**src/rtl/vx_operand_collector.sv**
```systemverilog
// Operand collector: accepts one issued instruction, reads its live source registers
// from a single-ported GPR file and hands the assembled operand packet to dispatch.
module vx_operand_collector #(
   parameter string INSTANCE_ID = "",
   parameter int NUM_OPDS = 3,
   parameter int NUM_THREADS = 4,
   parameter int XLEN = 32,
   parameter int NR_BITS = 5,
   parameter int ISSUE_WIS_W = 2,
   parameter int UUID_W = 16,
   parameter int PC_W = 32,
   parameter int EX_TYPE_W = 3,
   parameter int OP_TYPE_W = 4,
   parameter int OP_ARGS_W = 8,
   parameter int RRS_W = 4,
   localparam int DATA_W = NUM_THREADS * XLEN,
   localparam int IN_W = UUID_W + ISSUE_WIS_W + NUM_THREADS + PC_W + EX_TYPE_W + OP_TYPE_W
                         + OP_ARGS_W + 1 + NR_BITS + RRS_W + NUM_OPDS * NR_BITS + NUM_OPDS,
   localparam int OUT_W = UUID_W + ISSUE_WIS_W + NUM_THREADS + PC_W + EX_TYPE_W + OP_TYPE_W
                          + OP_ARGS_W + 1 + NR_BITS + NUM_OPDS * DATA_W + RRS_W
) (
   input  logic                   clk,
   input  logic                   reset,
   input  logic                   in_valid,
   input  logic [IN_W-1:0]        in_data,
   output logic                   in_ready,
   output logic                   gpr_req_valid,
   output logic [ISSUE_WIS_W-1:0] gpr_req_wis,
   output logic [NR_BITS-1:0]     gpr_req_rid,
   input  logic [DATA_W-1:0]      gpr_rsp_data,
   output logic                   out_valid,
   output logic [OUT_W-1:0]       out_data,
   input  logic                   out_ready
);

   typedef enum logic [1:0] {IDLE, FETCH, WAIT, SEND} state_e;

   typedef struct packed {
      logic [UUID_W-1:0]                   uuid;
      logic [ISSUE_WIS_W-1:0]              wis;
      logic [NUM_THREADS-1:0]              tmask;
      logic [PC_W-1:0]                     pc;
      logic [EX_TYPE_W-1:0]                ex_type;
      logic [OP_TYPE_W-1:0]                op_type;
      logic [OP_ARGS_W-1:0]                op_args;
      logic                                wb;
      logic [NR_BITS-1:0]                  rd;
      logic [RRS_W-1:0]                    rrs_id;
      logic [0:NUM_OPDS-1][NR_BITS-1:0]    rs;
      logic [NUM_OPDS-1:0]                 used_rs;
   } in_t;

   typedef struct packed {
      logic [UUID_W-1:0]                   uuid;
      logic [ISSUE_WIS_W-1:0]              wis;
      logic [NUM_THREADS-1:0]              tmask;
      logic [PC_W-1:0]                     pc;
      logic [EX_TYPE_W-1:0]                ex_type;
      logic [OP_TYPE_W-1:0]                op_type;
      logic [OP_ARGS_W-1:0]                op_args;
      logic                                wb;
      logic [NR_BITS-1:0]                  rd;
      logic [0:NUM_OPDS-1][DATA_W-1:0]     rs_data;
      logic [RRS_W-1:0]                    rrs_id;
   } out_t;

   in_t    in_s;
   state_e state_q, state_d;
   out_t   out_q, out_d;
   logic   out_valid_q, out_valid_d;
   logic   req_valid_q, req_valid_d;
   logic [NR_BITS-1:0] req_rid_q, req_rid_d;
   logic [1:0] req_slot_q, req_slot_d;
   logic [1:0] ptr_q, ptr_d;
   logic [1:0] len_q, len_d;
   logic [NUM_OPDS-1:0][NR_BITS-1:0] list_rid_q, list_rid_d;
   logic [NUM_OPDS-1:0][1:0]         list_slot_q, list_slot_d;
   logic       rsp_pend_q, rsp_pend_d;
   logic [1:0] rsp_slot_q, rsp_slot_d;

   logic [NUM_OPDS-1:0][NR_BITS-1:0] new_rid;
   logic [NUM_OPDS-1:0][1:0]         new_slot;
   logic [1:0]                       new_len;
   logic                             accept;

   assign in_s     = in_data;
   assign in_ready = reset && ((state_q == IDLE) || (state_q == SEND && out_ready));
   assign accept   = in_valid && in_ready;

   // Compact read list: only operands that are used and not x0, kept in rs1..rs3 order.
   always_comb begin
      new_rid  = '0;
      new_slot = '0;
      new_len  = '0;
      for (int k = 0; k < NUM_OPDS; k++) begin
         if (in_s.used_rs[k] && (in_s.rs[k] != '0)) begin
            new_rid[new_len]  = in_s.rs[k];
            new_slot[new_len] = 2'(k);
            new_len           = new_len + 2'd1;
         end
      end
   end

   always_comb begin
      state_d     = state_q;
      out_d       = out_q;
      out_valid_d = out_valid_q;
      req_valid_d = 1'b0;
      req_rid_d   = req_rid_q;
      req_slot_d  = req_slot_q;
      ptr_d       = ptr_q;
      len_d       = len_q;
      list_rid_d  = list_rid_q;
      list_slot_d = list_slot_q;
      rsp_pend_d  = req_valid_q;
      rsp_slot_d  = req_slot_q;

      case (state_q)
         FETCH: begin
            if (ptr_q == len_q) begin
               state_d = WAIT;
            end else begin
               req_valid_d = 1'b1;
               req_rid_d   = list_rid_q[ptr_q];
               req_slot_d  = list_slot_q[ptr_q];
               ptr_d       = ptr_q + 2'd1;
            end
         end
         WAIT: begin
            state_d     = SEND;
            out_valid_d = 1'b1;
         end
         SEND: begin
            if (out_ready) begin
               state_d     = IDLE;
               out_valid_d = 1'b0;
            end
         end
         default: ;
      endcase

      // A new instruction may enter from IDLE or in the same cycle SEND fires.
      if (accept) begin
         out_d.uuid    = in_s.uuid;
         out_d.wis     = in_s.wis;
         out_d.tmask   = in_s.tmask;
         out_d.pc      = in_s.pc;
         out_d.ex_type = in_s.ex_type;
         out_d.op_type = in_s.op_type;
         out_d.op_args = in_s.op_args;
         out_d.wb      = in_s.wb;
         out_d.rd      = in_s.rd;
         out_d.rrs_id  = in_s.rrs_id;
         out_d.rs_data = '0;
         list_rid_d    = new_rid;
         list_slot_d   = new_slot;
         len_d         = new_len;
         if (new_len == 2'd0) begin
            state_d     = SEND;
            out_valid_d = 1'b1;
            ptr_d       = '0;
         end else begin
            state_d     = FETCH;
            out_valid_d = 1'b0;
            req_valid_d = 1'b1;
            req_rid_d   = new_rid[0];
            req_slot_d  = new_slot[0];
            ptr_d       = 2'd1;
         end
      end

      if (rsp_pend_q) begin
         out_d.rs_data[rsp_slot_q] = gpr_rsp_data;
      end
   end

   always_ff @(posedge clk) begin
      if (!reset) begin
         state_q     <= IDLE;
         out_q       <= '0;
         out_valid_q <= 1'b0;
         req_valid_q <= 1'b0;
         req_rid_q   <= '0;
         req_slot_q  <= '0;
         ptr_q       <= '0;
         len_q       <= '0;
         list_rid_q  <= '0;
         list_slot_q <= '0;
         rsp_pend_q  <= 1'b0;
         rsp_slot_q  <= '0;
      end else begin
         state_q     <= state_d;
         out_q       <= out_d;
         out_valid_q <= out_valid_d;
         req_valid_q <= req_valid_d;
         req_rid_q   <= req_rid_d;
         req_slot_q  <= req_slot_d;
         ptr_q       <= ptr_d;
         len_q       <= len_d;
         list_rid_q  <= list_rid_d;
         list_slot_q <= list_slot_d;
         rsp_pend_q  <= rsp_pend_d;
         rsp_slot_q  <= rsp_slot_d;
      end
   end

   assign gpr_req_valid = req_valid_q;
   assign gpr_req_wis   = out_q.wis;
   assign gpr_req_rid   = req_rid_q;
   assign out_valid     = out_valid_q;
   assign out_data      = out_q;

endmodule

```
**config.mk**
```make
export PLATFORM = sky130hd
export DESIGN_NAME = vx_operand_collector
export DESIGN_NICKNAME = d
export VERILOG_FILES = /design/src/rtl/vx_operand_collector.sv
export SDC_FILE = /design/constraint.sdc
export NUM_CORES = 1
export LEC_CHECK = 0
export BUFFER_PORTS_ARGS = -buffer_cell sky130_fd_sc_hd__buf_4
export CAP_MARGIN = 30
export CELL_PAD_IN_SITES_DETAIL_PLACEMENT = 0
export CELL_PAD_IN_SITES_GLOBAL_PLACEMENT = 1
export CORE_AREA = 2 2 269 271
export CTS_CLUSTER_SIZE = 20
export DETAILED_ROUTE_END_ITERATION = 10
export DIE_AREA = 0 0 271 273
export GPL_TIMING_DRIVEN = 0
export PLACE_DENSITY_LB_ADDON = 0.1
export SKIP_CTS_REPAIR_TIMING = 1
export SLEW_MARGIN = 25
export SYNTH_ARGS = -nofsm -noshare
export SYNTH_HDL_FRONTEND = slang
export SYNTH_SLANG_ARGS = --single-unit
```
**constraint.sdc**
```tcl
create_clock -name clk -period 3.35 [get_ports clk]
set_input_delay 0.1675 -clock clk [delete_from_list [all_inputs] [get_ports clk]]
set_output_delay 0.1675 -clock clk [all_outputs]
set_load 0.03 [all_outputs]
```
# Yosys cells after proc, flatten, opt, wreduce, memory -nomap -nowiden

Index checks and enable logic that the tools add are counted.

Bits in registers: 502

$add $sub $neg: 3
$lt $le $gt $ge: 7
Eq/ne operators: 7
Mux-type cells: 52
Bitwise gates (word level): 4
Reductions and logical operators: 21

Operators with widths:

| kind                                                 | count |
|---|---|
| two-way mux 388 bit                                  | 1 |
| bitwise mux 384 bit                                  | 1 |
| two-way mux 384 bit                                  | 1 |
| demux 128 bit (select 2 bit)                         | 1 |
| two-way mux 128 bit                                  | 1 |
| two-way mux 5 bit                                    | 9 |
| two-way mux 2 bit                                    | 16 |
| bitwise mux 15 bit                                   | 2 |
| two-way mux 15 bit                                   | 2 |
| demux 5 bit (select 2 bit)                           | 2 |
| nonzero test 5 bit                                   | 3 |
| binary-select mux 5 bit (select 2 bit)               | 1 |
| logical AND 1 bit                                    | 9 |
| < comparator 2 x 3 -> 1 bit (second input constant)  | 3 |
| two-way mux 1 bit                                    | 9 |
| demux 2 bit (select 2 bit)                           | 2 |
| adder 2 x 1 -> 2 bit (second input constant)         | 3 |
| two-way mux 6 bit                                    | 1 |
| inequality test 3 bit (second input constant)        | 2 |
| case mux 2 bit (3 select lines)                      | 1 |
| binary-select mux 2 bit (select 2 bit)               | 1 |
| equality test 2 bit (second input constant)          | 2 |
| >= comparator 2 x 1 -> 1 bit (second input constant) | 2 |
| zero test 2 bit                                      | 2 |
| 16 further kinds                                     | 17 |

# Logic depth before layout (Yosys ltp)

Gate-level depths: netlist of run 1.

Word-level depth: 14
Mapped depth: 9
Mapped depth without buffers: 7

# Worst setup path before layout of run 1

OpenSTA, ideal clock, no wires.

Kind: input port to flip-flop
Start: input port in_data[13]
End: register req_slot_q[0]
Arrival: 2.152 ns
Path slack: 1.076 ns
Stages: 6
Cell sequence: or4_4 o21ai_2 ha_1 o31a_2 nand2_4 mux2_4

Longest elaborated chain between the ends: 14

Ends and longest elaborated chain:

| what                                                                                                     | RTL line | source |
|---|---|---|
| start: declaration                                                                                       | 25       | `input logic [IN_W-1:0] in_data,` |
| nonzero test 5 bit (*)                                                                                   | 96       | `if (in_s.used_rs[k] && (in_s.rs[k] != '0)) begin` |
| logical AND 1 bit (*)                                                                                    | 96       |  |
| two-way mux 1 bit (*)                                                                                    | 96       |  |
| adder 2 x 1 -> 2 bit                                                                                     | 99       | `new_len = new_len + 2'd1;` |
| two-way mux 2 bit                                                                                        | 96       |  |
| < comparator 2 x 3 -> 1 bit (implied by the code) / >= comparator 2 x 1 -> 1 bit (equally long branches) | 98       | `new_slot[new_len] = 2'(k);` |
| logical AND 1 bit (implied by the code)                                                                  | 98       |  |
| two-way mux 2 bit (implied by the code)                                                                  | 98       |  |
| demux 2 bit (select 2 bit)                                                                               | 98       |  |
| NOT 3 bit (no source line)                                                                               | n/a      |  |
| AND 3 bit (no source line)                                                                               | n/a      |  |
| two-way mux 6 bit                                                                                        | 96       |  |
| two-way mux 2 bit (*)                                                                                    | 158      | `if (new_len == 2'd0) begin` |
| two-way mux 2 bit (*)                                                                                    | 143      | `if (accept) begin` |
| end signal: assignment                                                                                   | 197      | `req_slot_q <= req_slot_d;` |
| end: declaration                                                                                         | 73       | `logic [1:0] req_slot_q, req_slot_d;` |

Mark *: on every way between the ends. The rest lies on a longest branch, timed or not.
A chain may end at the register's enable or synchronous reset.

# Final worst setup path of run 1

Start: register rsp_slot_q[1]
End: register out_q, in the netlist out_data[226]

Longest elaborated chain between the ends: 7

Ends and longest elaborated chain:

| what                                                                                            | RTL line | source |
|---|---|---|
| start: declaration                                                                              | 79       | `logic [1:0] rsp_slot_q, rsp_slot_d;` |
| start signal: assignment                                                                        | 203      | `rsp_slot_q <= rsp_slot_d;` |
| NOT 2 -> 3 bit (implied by the code) (*)                                                        | 173      | `out_d.rs_data[rsp_slot_q] = gpr_rsp_data;` |
| >= comparator 3 bit (implied by the code) / < comparator 3 x 1 -> 1 bit (equally long branches) | 173      |  |
| logical AND 1 bit (implied by the code)                                                         | 173      |  |
| two-way mux 128 bit (implied by the code)                                                       | 173      |  |
| demux 128 bit (select 2 bit) (*)                                                                | 173      |  |
| bitwise mux 384 bit (*)                                                                         | 173      |  |
| two-way mux 384 bit (*)                                                                         | 172      | `if (rsp_pend_q) begin` |
| end signal: assignment                                                                          | 193      | `out_q <= out_d;` |
| end: declaration                                                                                | 69       | `out_t out_q, out_d;` |

Marks and branches as above.

==> results.sh, run 1 <==
export IMPL_cp_max_fo=10
export IMPL_final_max_slew_violation_count=0
export IMPL_ant_nets=0
export IMPL_final_cell_mix="703 x buf_4, 501 x dfxtp_1, 471 x nand3_1, 401 x o21ai_0, 316 x nand2_1"
export IMPL_fin_crit_sh_pct=90.9
export IMPL_routabilityCongestion=0.864
export IMPL_grt_pass1_vias=17300
export IMPL_critPathRequiredTime_ns=3.82
export IMPL_timing_final_ws_setup_ns=0.306
export IMPL_drcViolationCount=0
export IMPL_crit_family="buffers and inverters"
export IMPL_cts_root_buf="clkbuf_16"
export IMPL_clockPowerShare_pct=38.6
export IMPL_fmax_mhz=329
export IMPL_synthFlopType="dfxtp_1"
export IMPL_cts_buffers=58
export IMPL_switching_share_pct=31.1
export IMPL_setup_viol=0
export IMPL_drt_iter0_markers=1065
export IMPL_pwr_share_comb_pct=20.4
export IMPL_outcome="complete, no violations"
export IMPL_tritoncts="yes"
export IMPL_p_seq_share_pct=41.0
export IMPL_cts_buffer_depth=3
export IMPL_postPlaceCellArea_mm2=0.0238
export IMPL_dp_hpwl_um=66600
export IMPL_path_class="register to register"
export IMPL_yosys_register_bits=501
export IMPL_dp_slack_ns=0.115
export IMPL_synth_edf_count=0
export IMPL_critPathArrivalTime_ns=3.51
export IMPL_track_usage_pct=22.0
export IMPL_p_int_w=0.0110
export IMPL_first_pass_iters=5
export IMPL_tightest_slew_ns=1.05
export IMPL_relSlewSlack_pct=29.8
export IMPL_avgSynthCellArea_um2=8.71
export IMPL_final_area_mm2=0.0278
export IMPL_crit_buf_inv=3
export IMPL_path_common_cell="clkbuf_1"
export IMPL_clk_latency_ns=0.63
export IMPL_crit_chain="nand3b_1, clkbuf_1, clkbuf_1, clkbuf_1, o21ai_0"
export IMPL_hp_class="input port to register"
export IMPL_clk_pin_slew_worst_paths_ns=0.06
export IMPL_coreArea_mm2=0.0710
export IMPL_cp_endpoint="out_data[226]"
export IMPL_antenna_found_initial=5
export IMPL_cp_startpoint="rsp_slot_q[1]"
export IMPL_drive_gt1_share_pct=28.4
export IMPL_yosysWarningCount=0
export IMPL_ir_worst_vdd_v=0.000412
export IMPL_h_tree_depth=2
export IMPL_synth_async_reset_ratio_pct=0
export IMPL_routed_wl_um=86300
export IMPL_fin_skew_ns=0.0318
export IMPL_fp_dieH_um=273
export IMPL_rr_endpoint="out_data[226]"
export IMPL_wl_per_cell_um=21.8
export IMPL_nets=3201
export IMPL_total_power_w=0.0159
export IMPL_cpMaxStageDelayCell="clkbuf_1"
export IMPL_cp_depth=5
export IMPL_reg2regPathDepth=5
export IMPL_grt_pass1_wl_um=121000
export IMPL_synth_nets=2223
export IMPL_grt_start_max_net_pins=16
export IMPL_reg2reg_slack_ns=0.31
export IMPL_mostFrequentLayoutCell="buf_4"
export IMPL_syn_area_mm2=0.0173
export IMPL_grt_overflow_total=0
export IMPL_ys_types=49
export IMPL_synthCells=1985
export IMPL_min_period_ns=3.04
export IMPL_die_area_mm2=0.0740
export IMPL_setup_tns_ns=0
export IMPL_rsz0062_at_grt="false"
export IMPL_syn2layout_area_growth_pct=60.5
export IMPL_routed_via_count=18500
export IMPL_port_buffers=701
export IMPL_p_sw_w=0.00496
export IMPL_power_leakage_nw=12.1
export IMPL_cap_violations=0
export IMPL_r2r_start="rsp_slot_q[1]"
export IMPL_timing_hold_violations_final=0
export IMPL_p_per_area_mw_per_mm2=574
export IMPL_viasPerCell=4.68
export IMPL_cpPeakStageDelay_ns=0.83
export IMPL_fp_dieW_um=271
export IMPL_std_cell_rows=98
export IMPL_start_util_pct=24.4
export IMPL_io_pins=702
export IMPL_worst_setup_path_end_kind="register"
export IMPL_critPathLaunchType="register"
export IMPL_yosysSeqAreaShare_pct=58.0
export IMPL_hold_ws_ns=0.00970
export IMPL_clkSinkCount=501
[registers in the layout, summed over array words and instances, names as in the netlist, 2 cells and up]
name         flops
list_rid_q      15
ptr_q            2
len_q            2
out_data       461
gpr_req_wis      2
list_slot_q      5
req_slot_q       2
rsp_slot_q       2
gpr_req_rid      5
state_q          2
[routing by layer]
metal / track usage (%) / share of wire (%) / vias up / routed length, µm
met3: 5.93 / 6.9 / 123 / 5920
li1: - / - / 8864 / -
met1: 25.7 / 40 / 8943 / 34700
met4: 7.04 / 3.1 / 0 / 2660
met2: 38.9 / 50 / 616 / 43000
met5: 0 / 0 / - / 0
[Yosys cell counts (2+ instances only)]
| cell type | count | area (µm²) |
|---|---|---|
| o21ai_0 | 401 | 2010 |
| nor2_1 | 7 | 26.3 |
| nor3_1 | 2 | 10.0 |
| o221ai_1 | 6 | 52.6 |
| buf_4 | 2 | 15.0 |
| xnor2_1 | 4 | 35.0 |
| and2_1 | 6 | 37.5 |
| o21ai_2 | 2 | 17.5 |
| ha_1 | 9 | 113 |
| nand2_1 | 316 | 1190 |
| o211ai_1 | 6 | 45.0 |
| clkbuf_1 | 110 | 413 |
| inv_1 | 8 | 30.0 |
| a21oi_1 | 5 | 25.0 |
| and3_1 | 2 | 12.5 |
| mux2i_1 | 15 | 150 |
| buf_6 | 3 | 33.8 |
| a22o_1 | 4 | 35.0 |
| buf_1 | 25 | 93.8 |
| buf_2 | 42 | 210 |
| a221o_1 | 4 | 40.0 |
| a222oi_1 | 5 | 50.1 |
| a21o_1 | 3 | 22.5 |
| nand3b_1 | 2 | 15.0 |
| nand3_1 | 471 | 2360 |
| or4_1 | 2 | 15.0 |
| dfxtp_1 | 501 | 10000 |
[kinds of logic after synthesis]
| logic type | count (synthesis) | share of synthesized area, % |
|---|---|---|
| compound gates | 446 | 13.9 |
| xor+xnor | 5 | 0.253 |
| fa+ha+maj | 9 | 0.651 |
| buf+inv | 192 | 4.70 |
| flops | 501 | 58.0 |
| mux | 16 | 0.955 |
| simple gates | 816 | 21.6 |
[per-stage QoR]
step,std cells,util [%]
floorplan,1985,-
global placement,3636,33.5
detailed placement,3636,33.5
CTS,3738,36.0
global route,3959,39.1
finish,3960,39.1
[worst min path at each step]
stage	start	to	slack, ns	cells past startpoint
finish	gpr_rsp_data[95]	out_data[355]	0.01	3
detailed placement	in_data[71]	out_data[437]	0.35	3
global placement	in_data[70]	out_data[436]	0.35	3
global route	reset	out_valid	0.008	3
CTS	in_data[96]	out_data[462]	-0.31	3
floorplan	in_data[79]	gpr_req_wis[0]	0.27	2
[worst min-delay path, stage by stage]
cell and delay (ns):
buf_4 0.10, nand2_1 0.15, o21ai_0 0.17
[power groups by stage]
| stage | sequential [W] | combinational (W) | clock [W] |
|---|---|---|---|
| global route | 0.00658 | 0.00349 | 0.00657 |
| CTS | 0.00654 | 0.00307 | 0.00632 |
| global placement | 0.00665 | 0.00305 | 0 |
| floorplan | 0.00722 | 0.00104 | 0 |
| detailed placement | 0.00666 | 0.00307 | 0 |
| finish | 0.00654 | 0.00326 | 0.00615 |
[cell type report]
class | count | area, µm²
fillers | 7401 | 43200
flip-flops and latches | 501 | 10000
repair buffers | 918 | 7440
multi-input cells | 1292 | 6450
clock buffers | 87 | 1690
well taps | 950 | 1190
plain buffers | 183 | 782
clock inverters | 15 | 140
inverters | 9 | 33.8
diodes | 5 | 12.5
No activity file was read; power rests on OpenSTA's default activity.
==> run 2: changes to the inputs <==
- PLACE_DENSITY: unset -> 0.57
- PLACE_DENSITY_LB_ADDON: 0.1 -> unset
==> results.sh, run 2 (synthesis gave the netlist of run 1 again) <==
export IMPL_start_util_pct=24.4
export IMPL_grt_pass1_vias=17700
export IMPL_mostFrequentLayoutCell="buf_4"
export IMPL_hp_class="input port to register"
export IMPL_final_cell_mix="703 x buf_4, 501 x dfxtp_1, 471 x nand3_1, 401 x o21ai_0, 316 x nand2_1"
export IMPL_grt_pass1_wl_um=121000
export IMPL_relSlewSlack_pct=38.1
export IMPL_path_class="register to register"
export IMPL_antenna_found_initial=3
export IMPL_hold_start="gpr_rsp_data[96]"
export IMPL_violations="hold timing"
export IMPL_cts_buffer_depth=3
export IMPL_clockPowerShare_pct=39.1
export IMPL_total_power_w=0.0160
export IMPL_fp_dieW_um=271
export IMPL_coreArea_mm2=0.0710
export IMPL_p_sw_w=0.00491
export IMPL_cp_startpoint="state_q[0]"
export IMPL_min_period_ns=3.04
export IMPL_largest_reg_flops=461
export IMPL_grt_overflow_total=0
export IMPL_viasPerCell=4.73
export IMPL_drt_iter0_markers=1125
export IMPL_r2r_start="state_q[0]"
export IMPL_switching_share_pct=30.6
export IMPL_fin_skew_ns=0.0198
export IMPL_reg2reg_slack_ns=0.31
export IMPL_cts_buffers=57
export IMPL_critPathRequiredTime_ns=3.86
export IMPL_rsz0062_at_grt="false"
export IMPL_clk_pin_slew_worst_paths_ns=0.06
export IMPL_reg2regPathDepth=8
export IMPL_tritoncts="yes"
export IMPL_fin_util_pct=39.1
export IMPL_clk_latency_ns=0.61
export IMPL_fp_dieH_um=273
export IMPL_grt_start_max_net_pins=15
export IMPL_p_seq_share_pct=40.8
export IMPL_clkSinkCount=501
export IMPL_first_pass_iters=5
export IMPL_drive_gt1_share_pct=28.7
export IMPL_tightest_slew_ns=0.929
export IMPL_critPathArrivalTime_ns=3.55
export IMPL_drcViolationCount=0
export IMPL_routed_via_count=18700
export IMPL_cp_endpoint="out_data[104]"
export IMPL_outcome="finished with violations"
export IMPL_cts_root_buf="clkbuf_16"
export IMPL_cp_max_fo=10
export IMPL_hold_ws_ns=-0.00674
export IMPL_port_buffers=701
export IMPL_h_tree_depth=2
export IMPL_p_per_area_mw_per_mm2=577
export IMPL_rr_endpoint="out_data[104]"
export IMPL_wl_per_cell_um=22.0
export IMPL_dp_hpwl_um=67400
export IMPL_timing_hold_violations_final=3
export IMPL_std_cell_rows=98
export IMPL_ant_nets=0
export IMPL_final_max_slew_violation_count=0
export IMPL_p_int_w=0.0111
export IMPL_ir_worst_vdd_v=0.000434
export IMPL_routed_wl_um=87000
export IMPL_syn2layout_area_growth_pct=60.6
export IMPL_fmax_mhz=329
export IMPL_routabilityCongestion=0.921
export IMPL_nets=3199
export IMPL_setup_viol=0
export IMPL_die_area_mm2=0.0740
export IMPL_cap_violations=0
export IMPL_track_usage_pct=22.1
export IMPL_worst_setup_path_end_kind="register"
export IMPL_fin_crit_sh_pct=90.8
export IMPL_pwr_share_comb_pct=20.0
export IMPL_io_pins=702
export IMPL_power_leakage_nw=12.1
export IMPL_critPathLaunchType="register"
==> run 2: cell count changes in the layout (fill, tap and decap cells not counted) <==
cell and delta:
diode_2 -3, inv_6 +2, clkbuf_16 -1, dlygate4sd3_1 -3, clkinv_2 +3, clkbuf_2 +2
inv_16 -1, buf_6 +2, clkinv_4 -2, bufinv_16 +3, clkbuf_1 -6, clkinv_8 -1
==> run 2: area by class of cell <==
cell class                      instances  area, µm²
Inverter                                9       33.8
Sequential cell                       501      10000
Multi-Input combinational cell       1292       6450
Clock inverter                         19        209
Tap cell                              950       1190
Antenna cell                            2       5.00
Fill cell                            7314      43200
Buffer                                183        785
Clock buffer                           82       1650
Timing Repair Buffer                  917       7430
==> run 2: per-layer routing <==
layer / share of wire (%) / track usage (%)
met5: 0.018 / 0
met2: 50 / 39.3
met1: 39 / 24.5
met4: 3.2 / 7.81
met3: 7.7 / 7.29
==> run 2: power groups by stage <==
| stage | Sequential, W | Combinational, W | Clock, W |
|---|---|---|---|
| after floorplan | 0.00722 | 0.00104 | 0 |
| after global placement | 0.00666 | 0.00301 | 0 |
| after detailed placement | 0.00667 | 0.00303 | 0 |
| after CTS | 0.00655 | 0.00304 | 0.00642 |
| after global routing | 0.00659 | 0.00345 | 0.00665 |
| final | 0.00655 | 0.00321 | 0.00628 |
==> run 2: through the flow <==
stage	cells	hold slack, ns	setup WS [ns]	instance area, µm²	TNS, ns
after floorplan	1985	0.266	1.08	17300	0
after global placement	3636	0.352	-0.102	23700	-0.897
after detailed placement	3638	0.354	0.230	23800	0
after CTS	3739	-0.301	0.211	25600	0
after global routing	3955	0.00240	0.0418	27800	0
final	3955	-0.00674	0.310	27800	0
==> run 2: worst min path at each step <==
stage / to / cells after the start
2_1_floorplan: gpr_req_wis[0] / 2
3_3_place_gp: out_data[452] / 3
3_5_place_dp: out_data[452] / 3
4_1_cts: out_data[452] / 3
5_1_grt: out_valid / 3
6_report: out_data[356] / 3
==> run 2: worst max-delay path, cell delays in order (launching register included) <==
cell      delay [ns]
dfxtp_1         0.39
inv_1           0.11
ha_1            0.21
a21o_2          0.23
a21oi_1         0.63
clkbuf_1        0.75
buf_2           0.42
nand3_1         0.11
o21ai_0         0.10
==> run 3: changes to the inputs <==
- CORE_AREA: 2 2 269 271 -> 10 10 262 264
- DIE_AREA: 0 0 271 273 -> 0 0 272 274
- PLACE_DENSITY: 0.57 -> 0.63
- SETUP_SLACK_MARGIN: unset -> 0.02
==> results.sh, run 3 (synthesis gave the netlist of run 1 again) <==
export IMPL_dp_hpwl_um=71500
export IMPL_cp_max_fo=10
export IMPL_cpPeakStageDelay_ns=0.72
export IMPL_fin_crit_sh_pct=89.5
export IMPL_drcViolationCount=0
export IMPL_cts_root_buf="clkbuf_16"
export IMPL_grt_pass1_vias=18100
export IMPL_cts_buffer_depth=3
export IMPL_relSlewSlack_pct=34.1
export IMPL_grt_start_max_net_pins=14
export IMPL_cpMaxStageDelayCell="clkbuf_1"
export IMPL_reg2regPathDepth=8
export IMPL_setup_viol=0
export IMPL_multi_input_area_mm2=0.00645
export IMPL_tightest_slew_ns=0.989
export IMPL_routed_via_count=19000
export IMPL_timing_hold_violations_final=0
export IMPL_largest_reg_flops=461
export IMPL_first_pass_iters=5
export IMPL_clkSinkCount=501
export IMPL_nets=3201
export IMPL_critPathRequiredTime_ns=3.85
export IMPL_routed_wl_um=91000
export IMPL_coreArea_mm2=0.0636
export IMPL_track_usage_pct=22.7
export IMPL_final_cell_mix="703 x buf_4, 501 x dfxtp_1, 471 x nand3_1, 401 x o21ai_0, 316 x nand2_1"
export IMPL_ant_nets=0
export IMPL_final_max_slew_violation_count=0
export IMPL_power_leakage_nw=12.0
export IMPL_path_class="register to register"
export IMPL_rsz0062_at_grt="false"
export IMPL_seq_area_mm2=0.0100
export IMPL_crit_chain="inv_1, ha_1, a21o_2, a21oi_1, clkbuf_1, buf_2, nand3_1, o21ai_0"
export IMPL_postPlaceCellArea_mm2=0.0237
export IMPL_cap_violations=0
export IMPL_grt_overflow_total=0
export IMPL_worst_setup_path_end_kind="register"
export IMPL_std_cell_rows=93
export IMPL_cts_buffers=54
export IMPL_fin_skew_ns=0.0149
export IMPL_fp_dieH_um=274
export IMPL_tritoncts="yes"
export IMPL_critPathArrivalTime_ns=3.50
export IMPL_start_util_pct=27.2
export IMPL_io_pins=702
export IMPL_p_per_area_mw_per_mm2=568
export IMPL_h_tree_depth=2
export IMPL_setup_tns_ns=0
export IMPL_routabilityCongestion=0.918
export IMPL_grt_pass1_wl_um=127000
export IMPL_wl_per_cell_um=23.6
export IMPL_fmax_mhz=333
export IMPL_drt_iter0_markers=1176
export IMPL_clk_pin_slew_worst_paths_ns=0.06
export IMPL_viasPerCell=4.91
export IMPL_holdPathStages=3
export IMPL_mostFrequentLayoutCell="buf_4"
export IMPL_drive_gt1_share_pct=28.2
export IMPL_port_buffers=701
export IMPL_reg2reg_slack_ns=0.35
export IMPL_min_period_ns=3.00
export IMPL_die_area_mm2=0.0745
export IMPL_fp_dieW_um=272
export IMPL_clk_latency_ns=0.60
export IMPL_outcome="complete, no violations"
export IMPL_syn2layout_area_growth_pct=59.3
export IMPL_ir_worst_vdd_v=0.000433
export IMPL_n_fill_cell=6360
export IMPL_antenna_found_initial=8
export IMPL_critPathLaunchType="register"
export IMPL_hp_class="input port to register"
export IMPL_final_area_mm2=0.0276
run 3: critical path: cells and delay by family (launching register included):
family	cells	cell delay [ns]
AOI/OAI and AO/OA	3	0.98
and+or+nand+nor	1	0.11
buffers and inverters	3	1.23
adders and majority gates	1	0.20
DFF	1	0.38
run 3: worst paths after layout:
kind | from | to
hold / removal | reset | out_data[387]
setup reg to reg | state_q[0] | out_data[310]
setup / recovery | state_q[0] | out_data[310]
hold reg to reg | list_rid_q[0] | list_rid_q[0]
run 3: layout make-up:
type	instances	share of cell area, %
clock buffers	81	5.64
multi-input cells	1292	23.4
inverters	9	0.123
diodes	8	0.0727
well taps	855	3.88
repair buffers	922	27.1
flip-flops and latches	501	36.4
plain buffers	183	2.85
clock inverters	10	0.468
run 3: where the power goes:
part	leakage, nW	internal, W	switching (W)
registers	4.05	0.00632	0.000223
logic	7.13	0.00112	0.00214
clock network	0.827	0.00340	0.00244
total	12.0	0.0108	0.00481
run 3: stage by stage:
step	hold slack (ns)	total power (W)	worst slack (ns)	util, %	instances
3_5_place_dp	0.354	0.00972	0.363	37.2	3544
2_1_floorplan	0.266	0.00826	1.08	-	1985
3_3_place_gp	0.352	0.00968	0.177	37.1	3541
4_1_cts	-0.293	0.0156	0.335	39.8	3635
6_report	0.0509	0.0156	0.351	43.3	3861
5_1_grt	0.0224	0.0163	0.0954	43.3	3859
run 3: routing by layer:
metal,share of wire (%),global-route usage (%),vias to the layer above
li1,-,-,8870
met1,39,25.7,9235
met2,51,40.6,715
met3,7.2,6.75,143
met4,2.8,6.61,0
met5,0,0,-
